--- config.mk ---
export PLATFORM = sky130hd
export DESIGN_NAME = valid_capture_fifo
export DESIGN_NICKNAME = d
export VERILOG_FILES = /design/src/rtl/vcf_pkg.sv /design/src/rtl/vcf_mem.sv /design/src/rtl/valid_capture_fifo.sv
export SDC_FILE = /design/constraint.sdc
export NUM_CORES = 1
export LEC_CHECK = 0
export BUFFER_PORTS_ARGS = -buffer_cell sky130_fd_sc_hd__buf_4
export CAP_MARGIN = 25
export CORE_MARGIN = 4
export CORE_UTILIZATION = 57
export DETAILED_ROUTE_END_ITERATION = 8
export PLACE_DENSITY = 0.79
export REMOVE_ABC_BUFFERS = 1
export SLEW_MARGIN = 20
export SYNTH_ARGS = -nofsm -noshare
export SYNTH_HDL_FRONTEND = slang
export SYNTH_SLANG_ARGS = --single-unit
--- constraint.sdc ---
create_clock -name clk -period 2.6 [get_ports clk]
set_input_delay 0.52 -clock clk [delete_from_list [all_inputs] [get_ports clk]]
set_output_delay 0.52 -clock clk [all_outputs]
set_load 0.1 [all_outputs]
--- src/rtl/vcf_pkg.sv ---
// rtl/vcf_pkg.sv - shared widths and drop-counter helper for valid_capture_fifo
package vcf_pkg;

   localparam int DATA_WIDTH     = 32;
   localparam int ADDR_WIDTH     = 32;
   localparam int DROP_CNT_WIDTH = 16;

   localparam logic [DROP_CNT_WIDTH-1:0] DROP_CNT_MAX = '1;

   // Next drop-counter value: a drop coinciding with a clear restarts the count at 1,
   // otherwise drops saturate at all-ones and a lone clear zeroes the counter.
   function automatic logic [DROP_CNT_WIDTH-1:0] drop_cnt_next(
      input logic [DROP_CNT_WIDTH-1:0] cur,
      input logic                      drop,
      input logic                      clr
   );
      if (drop) begin
         if (clr) begin
            return DROP_CNT_WIDTH'(1);
         end
         return (cur == DROP_CNT_MAX) ? cur : cur + DROP_CNT_WIDTH'(1);
      end
      if (clr) begin
         return '0;
      end
      return cur;
   endfunction

endpackage

--- src/rtl/vcf_mem.sv ---
// rtl/vcf_mem.sv - word storage: synchronous write, asynchronous read, no reset
module vcf_mem
   import vcf_pkg::*;
#(
   parameter int WIDTH = DATA_WIDTH,
   parameter int DEPTH = 4,
   parameter int AW    = $clog2(DEPTH)
) (
   input  logic             clk,
   input  logic             wr_en,
   input  logic [AW-1:0]    wr_addr,
   input  logic [WIDTH-1:0] wr_data,
   input  logic [AW-1:0]    rd_addr,
   output logic [WIDTH-1:0] rd_data
);

   logic [WIDTH-1:0] storage [DEPTH];

   // Write the accepted word into the slot at the write pointer.
   always_ff @(posedge clk) begin
      if (wr_en) begin
         storage[wr_addr] <= wr_data;
      end
   end

   assign rd_data = storage[rd_addr];

endmodule

--- src/rtl/valid_capture_fifo.sv ---
// rtl/valid_capture_fifo.sv - capture FIFO for a producer without backpressure; optional drop counter via VCF_DROP_CNT_EN
module valid_capture_fifo
   import vcf_pkg::*;
#(
   parameter int WIDTH = DATA_WIDTH,
   parameter int DEPTH = 4
) (
   input  logic                       clk,
   input  logic                       rst_n,
   input  logic [WIDTH-1:0]           in_data,
   input  logic                       in_valid,
   output logic [WIDTH-1:0]           out_data,
   output logic                       out_valid,
   input  logic                       out_ready,
   output logic [$clog2(DEPTH):0]     count,
   output logic                       overflow,
   input  logic                       ovf_clr
`ifdef VCF_DROP_CNT_EN
   ,
   output logic [DROP_CNT_WIDTH-1:0]  drop_cnt
`endif
);

   localparam int AW = $clog2(DEPTH);
   localparam int CW = AW + 1;

   logic [AW-1:0]    wr_ptr;
   logic [AW-1:0]    rd_ptr;
   logic [WIDTH-1:0] rd_data;
   logic             full;
   logic             push;
   logic             pop;
   logic             drop;

   // A full queue still accepts a word when the consumer frees a slot in the same cycle.
   assign out_valid = (count != '0);
   assign full      = (count == CW'(DEPTH));
   assign pop       = out_valid & out_ready;
   assign push      = in_valid & (~full | pop);
   assign drop      = in_valid & full & ~pop;

   // Storage is never reset, so the head word is masked to zero while the queue is empty.
   assign out_data  = out_valid ? rd_data : '0;

   vcf_mem #(
      .WIDTH   (WIDTH),
      .DEPTH   (DEPTH),
      .AW      (AW)
   ) u_mem (
      .clk     (clk),
      .wr_en   (push),
      .wr_addr (wr_ptr),
      .wr_data (in_data),
      .rd_addr (rd_ptr),
      .rd_data (rd_data)
   );

   // Advance the pointers (wrapping modulo DEPTH) and track occupancy.
   always_ff @(posedge clk or negedge rst_n) begin
      if (!rst_n) begin
         wr_ptr <= '0;
         rd_ptr <= '0;
         count  <= '0;
      end else begin
         if (push) begin
            wr_ptr <= wr_ptr + AW'(1);
         end
         if (pop) begin
            rd_ptr <= rd_ptr + AW'(1);
         end
         case ({push, pop})
            2'b10:   count <= count + CW'(1);
            2'b01:   count <= count - CW'(1);
            default: count <= count;
         endcase
      end
   end

   // Sticky overflow flag; a drop in the same cycle as a clear keeps it set.
   always_ff @(posedge clk or negedge rst_n) begin
      if (!rst_n) begin
         overflow <= 1'b0;
      end else if (drop) begin
         overflow <= 1'b1;
      end else if (ovf_clr) begin
         overflow <= 1'b0;
      end
   end

`ifdef VCF_DROP_CNT_EN
   // Count dropped words, saturating, cleared together with the overflow flag.
   always_ff @(posedge clk or negedge rst_n) begin
      if (!rst_n) begin
         drop_cnt <= '0;
      end else begin
         drop_cnt <= drop_cnt_next(drop_cnt, drop, ovf_clr);
      end
   end
`endif

endmodule

==> Flow_metrics.wiki <==
{| class="wikitable"
! Metric !! Value
|-
| Run status || finished clean
|-
| Post-DP HPWL || around 5.4 mm
|-
| Clock slew at the register clock pins of the worst setup and hold paths || 0.06 ns
|-
| DRC errors left || 0
|-
| Number of synthesized flops with an enable pin || around 130
|-
| Sink Count || 136
|-
| Clock buffers created by TritonCTS || 17
|-
| Proportion of netlist area held by the largest area contributor || 70.9%
|-
| Clock Latency Late Sink || 0.51 ns
|-
| Area occupied by registers || 4050 um2
|-
| Count of final hold-check violations || 0
|-
| Die width || 106 um
|-
| Antenna violations before repair || 0
|-
| Initial core utilization || between 50% and 60%
|-
| Die area || between 10000 and 15000 um2
|-
| Vias/cell || 5.46
|-
| Reg2Reg Launch Point || count[2]$_DFFE_PN0P_
|-
| Drt first pass iters || 4
|-
| Root Buffer Master || sky130_fd_sc_hd__clkbuf_8
|-
| Deepest level of the CTS H-tree || 4
|-
| Element type at the critical path start || register
|-
| Final Non-Filler Cells || 485
|-
| Combined area of all synthesized cells || 5420 um2
|-
| Total Negative Setup Slacks || 0 ns
|-
| Flop and latch count out of synthesis || 136
|-
| Sequential area share after synthesis || 74.6%
|-
| Cell Rows || 35
|-
| Average wire per cell in the routed design || between 15 and 20 um
|-
| Multi-input logic area || ~1200 um2
|-
| Slowest library cell on the worst path || sky130_fd_sc_hd__mux4_1
|-
| Filler cell count || 543
|-
| Slack of the worst reg-to-reg path || ~0.28 ns
|-
| Class of the most critical setup path || register to output pin
|-
| Arrival @ worst endpoint || slightly above 2 ns
|-
| Critical path capture point || out_data[1]
|-
| Unrepaired setup endpoints after global routing || true
|-
| Share of cells above drive strength 1 || 42.1%
|-
| Maximum capacitance violations || 0
|-
| Largest cells by area after synthesis || sky130_fd_sc_hd__edfxtp_1, sky130_fd_sc_hd__mux4_2, sky130_fd_sc_hd__and2_1, sky130_fd_sc_hd__dfrtp_1, sky130_fd_sc_hd__mux4_1
|-
| Drt first-iter violations || 141
|-
| Synth cell count leaders || sky130_fd_sc_hd__edfxtp_1, sky130_fd_sc_hd__and2_1, sky130_fd_sc_hd__mux4_2
|-
| Cell-by-cell trace of the critical path || buf_12 -> mux4_1 -> and2_1 -> buf_6
|-
| Startpoint of the most critical setup path || rd_ptr[0]$_DFFE_PN0N_
|-
| Max Clock Skew || 0.00665 ns
|-
| Crit-path max FO || 16
|-
| Max Clock Freq || 386 MHz
|-
| Synthesized area divided by synthesized cell count || 21.2 um2
|-
| Cell taking the most area after synthesis || sky130_fd_sc_hd__edfxtp_1
|-
| Worst-margin pin slew || 0.287 ns
|-
| Category of the worst setup path capture point || output pin
|-
| Number of cell instances on the worst register-to-register path || 7
|-
| Post-detailed-route count of antenna-violating nets || 0
|-
| Top-level I/O count || 74
|-
| Post-synthesis to final-layout area growth || 26.4%
|-
| Async S/R FF share, synth || 5.88%
|-
| Top-count cell post-synth || sky130_fd_sc_hd__edfxtp_1
|-
| Clock tree from TritonCTS || yes
|-
| Global-route wire length before repair || 15.0 mm
|-
| Total count of max-transition violations in the final report || 0
|-
| Global-route usage over all layers || 18.1%
|-
| Vias in the first global route || 2868
|-
| Placer's final routability congestion estimate || slightly below 0.7
|-
| Crit-path max cell delay || 0.57 ns
|-
| Maximum number of pins on one net before global-route repair || 35
|-
| Post-Route WL || 9.29 mm
|-
| Count of unique library cells instantiated by Yosys || 33
|-
| Worst slack on hold paths || 0.209 ns
|-
| Core ar. || around 9200 um2
|-
| Number of port buffers || 73
|-
| Height of the die || 106 um
|-
| Net total in the final layout || 387
|-
| Post-Syn Instances || 256
|-
| Most common flop cell mapped by yosys || sky130_fd_sc_hd__edfxtp_1
|-
| Post-route minimum period || 2.59 ns
|-
| WP data required || 2.08 ns
|-
| Via count || approximately 2600
|-
| Number of setup violations in the final report || 0
|-
| Portion of the clock cycle consumed by the worst path in the final layout || ~100%
|-
| Number of cells in the design after placement || 453
|-
| Overflow left after global routing || 0
|-
| Type of the most critical hold path || primary input to register
|-
| Diodes inserted || 0
|-
| Capturing point of the worst reg2reg path || count[2]$_DFFE_PN0P_
|-
| Rel. slew slack || 80.9%
|-
| Clock buffer depth || 2
|-
| Synthesis warning total || 0
|}
## worst min-delay path by stage
| stage | cells after the start | to | slack (ns) | from |
|---|---|---|---|---|
| finish | 1 | u_mem.storage[2][0]$_DFFE_PP_ | 0.21 | in_data[0] |
| global route | 1 | u_mem.storage[1][28]$_DFFE_PP_ | 0.19 | in_data[28] |
| CTS | 2 | overflow$_DFFE_PN0P_ | 0.18 | ovf_clr |
| detailed placement | 1 | count[0]$_DFFE_PN0P_ | 0.35 | rst_n |
| floorplan | 0 | count[0]$_DFFE_PN0P_ | 0.22 | rst_n |
| global placement | 1 | count[0]$_DFFE_PN0P_ | 0.35 | rst_n |
## cells in the final DEF (no fill, tap or decap), types with 2 or more instances in the layout
| cell | instances |
|---|---|
| sky130_fd_sc_hd__bufinv_16 | 3 |
| sky130_fd_sc_hd__xor2_1 | 2 |
| sky130_fd_sc_hd__dfrtp_2 | 3 |
| sky130_fd_sc_hd__clkbuf_16 | 16 |
| sky130_fd_sc_hd__buf_4 | 47 |
| sky130_fd_sc_hd__dfrtp_1 | 5 |
| sky130_fd_sc_hd__ha_1 | 4 |
| sky130_fd_sc_hd__xnor2_1 | 3 |
| sky130_fd_sc_hd__and2_1 | 32 |
| sky130_fd_sc_hd__and2_2 | 4 |
| sky130_fd_sc_hd__clkinv_1 | 3 |
| sky130_fd_sc_hd__nand3_1 | 3 |
| sky130_fd_sc_hd__buf_12 | 7 |
| sky130_fd_sc_hd__buf_6 | 27 |
| sky130_fd_sc_hd__nor2_1 | 2 |
| sky130_fd_sc_hd__buf_8 | 2 |
| sky130_fd_sc_hd__clkbuf_1 | 2 |
| sky130_fd_sc_hd__mux4_2 | 30 |
| sky130_fd_sc_hd__mux4_1 | 2 |
| sky130_fd_sc_hd__inv_1 | 5 |
| sky130_fd_sc_hd__edfxtp_1 | 128 |
| sky130_fd_sc_hd__nand2_1 | 2 |
| sky130_fd_sc_hd__clkinv_2 | 3 |
## repair_timing
| action | 4_1_cts | 5_1_grt |
|---|---|---|
| resized for setup | 8 | 29 |
| setup endpoints to repair | 32 | 32 |
| pin swaps | 0 | 0 |
| buffers inserted | 1 | 0 |
| hold buffers | 1 | 0 |
| hold endpoints to repair | 8 | 0 |
## per-stage QoR
stage	cell area (um2)	worst slack, ns	util [%]
2_1_floorplan	5300	-1.32	-
3_5_place_dp	6160	0.291	66.6
6_report	6850	0.00811	74.2
3_3_place_gp	6160	0.357	66.6
5_1_grt	6850	-0.0546	74.2
4_1_cts	6760	-0.0238	73.2
## cell families after synthesis
| group | count (synthesis) | share of synthesized area [%] |
|---|---|---|
| adders and majority gates | 5 | 1.29 |
| and+or+nand+nor | 49 | 5.61 |
| buffers and inverters | 19 | 2.61 |
| DFF | 136 | 74.6 |
| xor gates and xnor gates | 5 | 0.808 |
| muxes | 33 | 13.8 |
| AOI/OAI and AO/OA | 9 | 1.29 |
## worst max-delay path, delay by kind of cell (launching register included)
kind | cells | cell delay [ns]
multiplexers | 1 | 0.57
flip-flops | 1 | 0.41
AND/OR/NAND/NOR | 1 | 0.20
buffers and inverters | 2 | 0.38
## sequential cells by signal (all words and copies together) (netlist names)
signal	count
wr_ptr	2
overflow	1
rd_ptr	2
count	3
u_mem.storage	128
## final cells by class
type,count,share of cell area [%]
Inverter,5,0.274
Multi-Input combinational cell,101,18.0
Clock buffer,19,6.15
Sequential cell,136,59.1
Timing Repair Buffer,84,12.2
Clock inverter,11,1.94
Tap cell,129,2.36
## routing by layer
layer,global-route usage [%],part of all wire (%)
met1,23.2,41
met2,29.8,53
met3,5.39,4.5
met4,6.11,0.95
met5,0,0
Power is not shown: default switching activity piles up to over one toggle a cycle in this logic, so the estimate is an artifact.
